**config.mk**
```make
export PLATFORM = sky130hd
export DESIGN_NAME = dff_pipe
export DESIGN_NICKNAME = d
export VERILOG_FILES = /design/src/rtl/dff_pipe.sv
export SDC_FILE = /design/constraint.sdc
export NUM_CORES = 1
export LEC_CHECK = 0
export CORE_MARGIN = 5
export CORE_UTILIZATION = 47
export CTS_CLUSTER_DIAMETER = 50
export DETAILED_ROUTE_END_ITERATION = 12
export GPL_TIMING_DRIVEN = 0
export HOLD_SLACK_MARGIN = 0.1
export PLACE_DENSITY_LB_ADDON = 0.12
export SLEW_MARGIN = 20
export SYNTH_ARGS = -nofsm -noshare
export SYNTH_HDL_FRONTEND = slang
export SYNTH_SLANG_ARGS = --single-unit
export TNS_END_PERCENT = 100
```
**constraint.sdc**
```tcl
create_clock -name clk -period 1.6 [get_ports clk]
set_clock_uncertainty 0.15 [all_clocks]
set_input_delay 0.32 -clock clk [delete_from_list [all_inputs] [get_ports clk]]
set_output_delay 0.32 -clock clk [all_outputs]
set_load 0.02 [all_outputs]
```
**src/rtl/dff_pipe.sv**
```systemverilog
// dff_pipe
//   WIDTH-bit, DEPTH-stage register pipeline with a valid bit per stage, a clock
//   enable (en=0 stalls every stage), a synchronous flush (clr) and preset (set),
//   and a registered occupancy count. It serves as a generic delay line or
//   retiming stage.
//
// Ports
//   clk      rising-edge clock
//   reset    asynchronous, active-low reset
//   clr      synchronous flush: data = RESET_VAL, all valid bits cleared
//   set      synchronous preset: data = SET_VAL, all valid bits set
//   en       advance the pipeline one stage (0 = hold)
//   d_valid  qualifier for d, captured into the stage 0 valid bit
//   d        input data, captured into stage 0
//   q_valid  valid bit of the last stage
//   q        data of the last stage
//   count    number of stages currently holding valid data (0..DEPTH)
//
// Synchronous priority is clr > set > en > hold. All outputs come straight
// from registers.
module dff_pipe #(
   parameter int               WIDTH     = 8,
   parameter int               DEPTH     = 4,
   parameter logic [WIDTH-1:0] RESET_VAL = {WIDTH{1'b0}},
   parameter logic [WIDTH-1:0] SET_VAL   = {WIDTH{1'b1}}
) (
   input  logic                         clk,
   input  logic                         reset,
   input  logic                         clr,
   input  logic                         set,
   input  logic                         en,
   input  logic                         d_valid,
   input  logic [WIDTH-1:0]             d,
   output logic                         q_valid,
   output logic [WIDTH-1:0]             q,
   output logic [$clog2(DEPTH+1)-1:0]   count
);

   localparam int CNT_W = $clog2(DEPTH + 1);

   logic [WIDTH-1:0] stage_q [DEPTH];
   logic [WIDTH-1:0] stage_d [DEPTH];
   logic [DEPTH-1:0] v_q;
   logic [DEPTH-1:0] v_d;
   logic [CNT_W-1:0] count_q;
   logic [CNT_W-1:0] count_d;

   always_comb begin
      stage_d = stage_q;
      v_d     = v_q;
      if (clr) begin
         for (int i = 0; i < DEPTH; i++) begin
            stage_d[i] = RESET_VAL;
         end
         v_d = '0;
      end else if (set) begin
         for (int i = 0; i < DEPTH; i++) begin
            stage_d[i] = SET_VAL;
         end
         v_d = '1;
      end else if (en) begin
         // The last stage is overwritten without back-pressure; the consumer
         // must take q whenever q_valid is high on an enabled edge.
         for (int i = DEPTH - 1; i > 0; i--) begin
            stage_d[i] = stage_q[i-1];
            v_d[i]     = v_q[i-1];
         end
         stage_d[0] = d;
         v_d[0]     = d_valid;
      end
   end

   // The count is computed from the next-state valid vector, so the
   // registered count always equals popcount of the registered valid bits.
   always_comb begin
      count_d = '0;
      for (int i = 0; i < DEPTH; i++) begin
         count_d = count_d + CNT_W'(v_d[i]);
      end
   end

   always_ff @(posedge clk or negedge reset) begin
      if (!reset) begin
         for (int i = 0; i < DEPTH; i++) begin
            stage_q[i] <= RESET_VAL;
         end
         v_q     <= '0;
         count_q <= '0;
      end else begin
         for (int i = 0; i < DEPTH; i++) begin
            stage_q[i] <= stage_d[i];
         end
         v_q     <= v_d;
         count_q <= count_d;
      end
   end

   assign q       = stage_q[DEPTH-1];
   assign q_valid = v_q[DEPTH-1];
   assign count   = count_q;

endmodule

```
# ---- Word level (Yosys, flattened, before mapping)
# Index checks and enable logic that the tools add are counted.
dict set report classes {
  n_addsub 3
  mul 0
  div 0
  order_cmp 0
  eq_ne 0
  shifts 0
  mux 6
  bitwise 0
  n_reduce_logical 1
}
# cell n
set ops {}
lappend ops {{2-to-1 mux 32 bit} 3}
lappend ops {{2-to-1 mux 4 bit} 3}
lappend ops {{adder 2 x 1 -> 3 bit} 1}
lappend ops {{adder 3 x 1 -> 3 bit} 1}
lappend ops {{nonzero test 3 bit} 1}
lappend ops {{adder 1 x 1 -> 2 bit} 1}
dict set report totals {
  register_bits 39
  latchBits 0
  ramBits 0
  mem_bits_ro 0
  inputBits 14
  out_inout_bits 12
  word_cells 16
  memories 0
}

# ---- Longest topological paths before layout
# Gate-level depths: netlist of run 1.
dict set report logic_depth {
  depth_word 6
  depth_mapped 7
}

# ---- Least setup slack after synthesis of run 1
# No wires, ideal clock.
dict set report synth_timing {
  path_type {input -> register}
  start {input port en}
  end {register count_q[1], in the netlist count[1]}
  arrival_ns 1.814
  required_time_ns 1.324
  path_slack_ns -0.490
  stages 7
  n_path_buf 2
  cell_sequence {buf_6 -> buf_12 -> mux2i_1 -> a21oi_1 -> fa_1 -> ha_1 -> ha_1}
}
dict set report synth_via {
  elab_chain_len 6
}
# element line_no
set synth_rtl {}
lappend synth_rtl {{start: declaration} 31} ;# input logic en,
lappend synth_rtl {{2-to-1 mux 4 bit} 61} ;# end else if (en) begin
lappend synth_rtl {{2-to-1 mux 4 bit} 56} ;# end else if (set) begin
lappend synth_rtl {{2-to-1 mux 4 bit} 51} ;# if (clr) begin
lappend synth_rtl {{via v_d[0]} 44} ;# logic [DEPTH-1:0] v_d;
lappend synth_rtl {{adder 1 x 1 -> 2 bit} 78} ;# count_d = count_d + CNT_W'(v_d[i]);
lappend synth_rtl {{adder 2 x 1 -> 3 bit} 78}
lappend synth_rtl {{adder 3 x 1 -> 3 bit} 78}
lappend synth_rtl {{via count_d[1]} 46} ;# logic [CNT_W-1:0] count_d;
lappend synth_rtl {{end signal: assignment} 94} ;# count_q <= count_d;
lappend synth_rtl {{end: declaration} 45} ;# logic [CNT_W-1:0] count_q;
# The timed path passes the listed nets, and every way through them passes these cells.
# A chain may end at the register's enable or synchronous reset.

# ---- Worst setup path after layout of run 1
dict set report layout_timing {
  start {register v_q[0]}
  end {register count_q[1], in the netlist count[1]}
}
dict set report layout_via {
  elab_chain_len 6
}
# element line_no
set layout_rtl {}
lappend layout_rtl {{start: declaration} 43} ;# logic [DEPTH-1:0] v_q;
lappend layout_rtl {{start signal: assignment} 93} ;# v_q <= v_d;
lappend layout_rtl {{2-to-1 mux 4 bit} 61}
lappend layout_rtl {{2-to-1 mux 4 bit} 56}
lappend layout_rtl {{2-to-1 mux 4 bit} 51}
lappend layout_rtl {{via v_d[1]} 44}
lappend layout_rtl {{adder 1 x 1 -> 2 bit} 78}
lappend layout_rtl {{adder 2 x 1 -> 3 bit} 78}
lappend layout_rtl {{adder 3 x 1 -> 3 bit} 78}
lappend layout_rtl {{via count_d[1]} 46}
# The timed path passes the listed nets, and every way through them passes these cells.

==> impl_metrics.tcl, run 1 <==
set metrics [dict create \
    dpl_cell_area_um2 2052 \
    diodes 0 \
    synthTopCellsByArea "dfrtp_1 (57%), mux2i_1 (21%), a21oi_1 (10%), buf_12 (3.5%), buf_4 (3.5%)" \
    setup_viol 3 \
    synthCells 134 \
    final_core_util_pct 61.55 \
    critPathKind "flop to flop" \
    via_count 1084 \
    grt_max_degree 27 \
    htree_levels 2 \
    viasPerCell 4.995 \
    cp_data_arrival_time_ns 1.89 \
    final_cell_count_no_fill 217 \
    cts_sinks 39 \
    final_cell_mix "dfrtp_1 (39), mux2i_1 (34), a21oi_1 (33), buf_4 (11)" \
    setup_tns_ns -0.5855 \
    pin_count 26 \
    holdWs_ns 0.2582 \
    cts_root_buffer "clkbuf_8" \
    core.rowCount 22 \
    grt_pass1_wl_mm 5.016 \
    r2r_start "v_q[0]" \
    worst_hold_startpoint "en" \
    crit_start "v_q[0]" \
    hpwl_mm 2.154 \
    wl_per_cell_um 13.41 \
    nNetsFinal 185 \
    syn_to_final_growth_pct 28.55 \
    initial_utilization_pct 47.88 \
    critPathMaxFanout 2 \
    dp_cells 206 \
    avgSynthCellArea_um2 12.89 \
    die_w_um 70.61 \
    endpoint_kind "flop" \
    startpoint_type "flop" \
    fin_area_um2 2220 \
    synth_top_area_share_pct 56.52 \
    clk_path_buf_depth 2 \
    die_h_um 70.61 \
    power_density_nw_per_um2 956.9 \
    layout.cells.most_common "dfrtp_1" \
    max_freq_mhz 538.0 \
    yosys_warnings 0 \
    first_global_vias 1148 \
    drive_gt1_share_pct 20.71 \
    required_ns 1.63 \
    cts_buffers 5 \
    ys_types 12 \
    overflow 0 \
    port_buffers 23 \
    finalHoldViolCount 0 \
    totalWireLength_mm 2.909 \
    drt_iter0_drc 42 \
    fin_crit_sh_pct 116.2 \
    synth_top_area_cell "dfrtp_1" \
    tightest_slew_ns 0.4240 \
    synth-seq-area-share_pct 56.52 \
    status "complete, but fails checks" \
    drt_drc_violations_left 0 \
    rsz0062_at_grt "true" \
    clk_pin_slew_ns 0.07 \
    vdd_ir_drop_max_mv 0.6291 \
    cts_tree "done" \
    timing.slew.headroom_pct 71.74 \
    fin_ws_ns -0.2588 \
    clk_latency_ns 0.29 \
    die_area_um2 4986 \
    syn_nets 151 \
    synth_area_um2 1727 \
    violations "negative setup slack" \
    leakage_nw 1.052 \
    dr.pass1.iters 4 \
    drtAntennaViolNets 0 \
    drv_cap 0 \
    drv_slew 0 \
    core_area_um2 3606 \
    gr-usage-all-layers_pct 12.88 \
    ys_ff_latch 39 \
    antenna_found_initial 0 \
    min_path_type "primary input to flop" \
    fin_crit_ns 1.859 \
    gp_congestion 0.6612 \
]
## logic make-up after synthesis
logic type | share of synthesized area [%]
compound gates | 10.43
mux | 20.87
flops | 56.52
fa+ha+maj | 2.609
buf+inv | 9.565
## synth_stat cells, drive strengths merged
library cell and count:
buf 16, a21oi 36, clkinv 1, clkbuf 3, fa 1, ha 2
dfrtp 39, mux2i 36
## metrics by stage
stage | total power [mW] | worst slack, ns
after floorplan | 1.354 | -0.4368
after global placement | 1.493 | -1.080
after detailed placement | 1.510 | -1.139
after CTS | 2.145 | -0.2477
after global routing | 2.240 | -0.3021
final | 2.124 | -0.2588
## layer usage
| metal | routed length, um | global-route usage, % | up-vias |
|---|---|---|---|
| met3 | 170 | 3.835 | 4 |
| li1 | - | - | 528 |
| met5 | 0 | 0 | - |
| met4 | 27 | 6.889 | 0 |
| met2 | 1532 | 22.14 | 22 |
| met1 | 1178 | 14.36 | 530 |
## final timing paths
path,to,slack (ns),cells after the start
setup / recovery,count[1],-0.26,5
hold / removal,stage_q[30],0.26,3
setup reg to reg,count[1],-0.26,5
hold reg to reg,q[4],0.43,2
max in group asynchronous,stage_q[23],0.55,3
min in group asynchronous,count[1],0.32,2
## power breakdown
part	total (mW)	switching (mW)	internal [mW]
clock network	0.629	0.325	0.304
logic	0.387	0.191	0.196
registers	1.11	0.0414	1.07
total	2.12	0.558	1.57
## repair_timing
item / in CTS / in global routing
buffers inserted: 2 / 0
endpoints found under the hold margin: 39 / 0
endpoints found under the setup margin: 15 / 11
hold buffers: 1 / 0
pin swaps: 2 / 1
resized for setup: 25 / 9
## flip-flops by register name, indices dropped and copies added (netlist names)
signal,cells
count,3
q,8
stage_q,24
v_q,4
## worst max-delay path, stage by stage, from the launching register on
cell and delay [ns]:
dfrtp_1 0.40, mux2i_2 0.21, a21oi_4 0.09, fa_1 0.58
ha_4 0.14, ha_4 0.18
## cell type report
class / instances / area (um2)
Buffer: 19 / 182.7
Clock buffer: 6 / 72.57
Clock inverter: 2 / 12.51
Fill cell: 309 / 1386
Inverter: 1 / 8.758
Multi-Input combinational cell: 75 / 644.4
Sequential cell: 39 / 975.9
Tap cell: 48 / 60.06
Timing Repair Buffer: 27 / 262.8
No activity file was read; power rests on OpenSTA's default activity.
==> inputs of run 2 (changes only) <==
--- a/config.mk
+++ b/config.mk
@@ -12,7 +12,8 @@
 export GPL_TIMING_DRIVEN = 0
 export HOLD_SLACK_MARGIN = 0.1
 export PLACE_DENSITY_LB_ADDON = 0.12
-export SLEW_MARGIN = 20
+export SKIP_CTS_REPAIR_TIMING = 1
+export SLEW_MARGIN = 25
 export SYNTH_ARGS = -nofsm -noshare
 export SYNTH_HDL_FRONTEND = slang
 export SYNTH_SLANG_ARGS = --single-unit
==> run 2 against run 1 <==
Power is 1.4% higher. Die area stayed put. Global-route usage is 0.36 points lower. Non-clock buffer count is 5 higher. The run still ends with negative setup slack left. Highest routed layer unchanged. Register-to-register slack hardly changed. Critical endpoint unchanged.
==> impl_metrics.tcl, run 2 (synthesis gave the netlist of run 1 again) <==
set metrics [dict create \
    tightest_slew_ns 0.4220 \
    cp_data_arrival_time_ns 1.91 \
    drtAntennaViolNets 0 \
    violations "negative setup slack" \
    rsz0062_at_grt "true" \
    status "complete, but fails checks" \
    preCtsSetupSlack_ns -1.139 \
    wl_per_cell_um 13.67 \
    grt_max_degree 27 \
    initial_utilization_pct 47.88 \
    fin_ws_ns -0.2811 \
    die_h_um 70.61 \
    startpoint_type "primary input" \
    clk_pin_slew_ns 0.07 \
    max_freq_mhz 531.6 \
    clk_path_buf_depth 2 \
    first_global_vias 1135 \
    htree_levels 2 \
    totalWireLength_mm 3.034 \
    cts_buffers 5 \
    overflow 0 \
    finalHoldViolCount 0 \
    setup_viol 3 \
    setup_tns_ns -0.6487 \
    core_area_um2 3606 \
    antenna_found_initial 0 \
    critPathKind "primary input to flop" \
    grt_pass1_wl_mm 4.912 \
    clk_latency_ns 0.28 \
    required_ns 1.63 \
    dr.pass1.iters 4 \
    timing.slew.headroom_pct 71.87 \
    cts_sinks 39 \
    diodes 0 \
    port_buffers 23 \
    critPathMaxFanout 2 \
    regMostFlops "stage_q" \
    hpwl_mm 2.154 \
    gr-usage-all-layers_pct 12.52 \
    pin_count 26 \
    drt_drc_violations_left 0 \
    drive_gt1_share_pct 24.14 \
    largest_reg_flops 24 \
    viasPerCell 5.014 \
    leakage_nw 1.215 \
    fin_crit_sh_pct 117.6 \
    layout.cells.most_common "dfrtp_1" \
    nNetsFinal 190 \
    core.rowCount 22 \
    dp_cells 206 \
    cts_tree "done" \
    min_path_type "primary input to flop" \
    power_density_nw_per_um2 932.5 \
    die_w_um 70.61 \
    endpoint_kind "flop" \
    via_count 1113 \
    die_area_um2 4986 \
    final_core_util_pct 64.05 \
    final_cell_count_no_fill 222 \
    fin_crit_ns 1.881 \
    cts_root_buffer "clkbuf_8" \
    final_cell_mix "dfrtp_1 (39), mux2i_1 (33), a21oi_1 (33), buf_4 (15), dlymetal6s2s_1 (13)" \
    syn_to_final_growth_pct 33.77 \
    fin_area_um2 2310 \
    gp_congestion 0.6612 \
    dpl_cell_area_um2 2052 \
    drv_slew 0 \
    vdd_ir_drop_max_mv 0.6346 \
    drv_cap 0 \
    drt_iter0_drc 41 \
]
run 2: cell types whose count changed in the layout (fill, tap and decap cells not counted), moves of 4 or more:
cell | before | now
dlymetal6s2s_1 | 0 | 13
clkdlybuf4s15_1 | 8 | 0
dlygate4sd2_1 | 6 | 0
buf_4 | 11 | 15
run 2: worst paths after layout:
check | start | endpoint | slack, ns | cells after the start
min in group asynchronous | reset | count[1] | 0.31 | 2
max reg2reg | v_q[0] | count[1] | -0.27 | 5
min | clr | q[7] | 0.16 | 2
max in group asynchronous | reset | stage_q[23] | 0.55 | 3
min reg2reg | q[4] | q[4] | 0.43 | 2
max | d_valid | count[1] | -0.28 | 6
run 2: final cells by class:
| type | count | area, um2 |
|---|---|---|
| Inverter | 1 | 7.507 |
| Clock inverter | 2 | 12.51 |
| Timing Repair Buffer | 32 | 340.3 |
| Clock buffer | 6 | 72.57 |
| Tap cell | 48 | 60.06 |
| Multi-Input combinational cell | 75 | 655.6 |
| Fill cell | 288 | 1296 |
| Buffer | 19 | 185.2 |
| Sequential cell | 39 | 975.9 |
run 2: metal layers:
| metal | vias to the layer above | routed length (um) | global-route usage (%) | share of wire [%] |
|---|---|---|---|---|
| met4 | 0 | 60 | 6.889 | 2.0 |
| met5 | - | 0 | 0 | 0 |
| met2 | 17 | 1597 | 21.73 | 53 |
| li1 | 540 | - | - | - |
| met1 | 549 | 1249 | 13.72 | 41 |
| met3 | 7 | 127 | 3.693 | 4.2 |
run 2: critical path, stage by stage:
cell             delay, ns
clkdlybuf4s50_1       0.42
mux2i_2               0.22
a21oi_4               0.10
fa_1                  0.47
ha_4                  0.19
ha_4                  0.20
run 2: metrics by stage:
step | total power [mW] | hold WS (ns)
4_1_cts | 2.138 | -0.2284
5_1_grt | 2.271 | 0.1720
6_report | 2.154 | 0.1634
3_5_place_dp | 1.510 | 0.08710
3_3_place_gp | 1.493 | 0.4048
2_1_floorplan | 1.354 | -0.1256
run 2: report_power, final:
group	total [mW]	switching (mW)	internal, mW
clock	0.628	0.324	0.304
combinational	0.416	0.196	0.220
sequential	1.11	0.0431	1.07
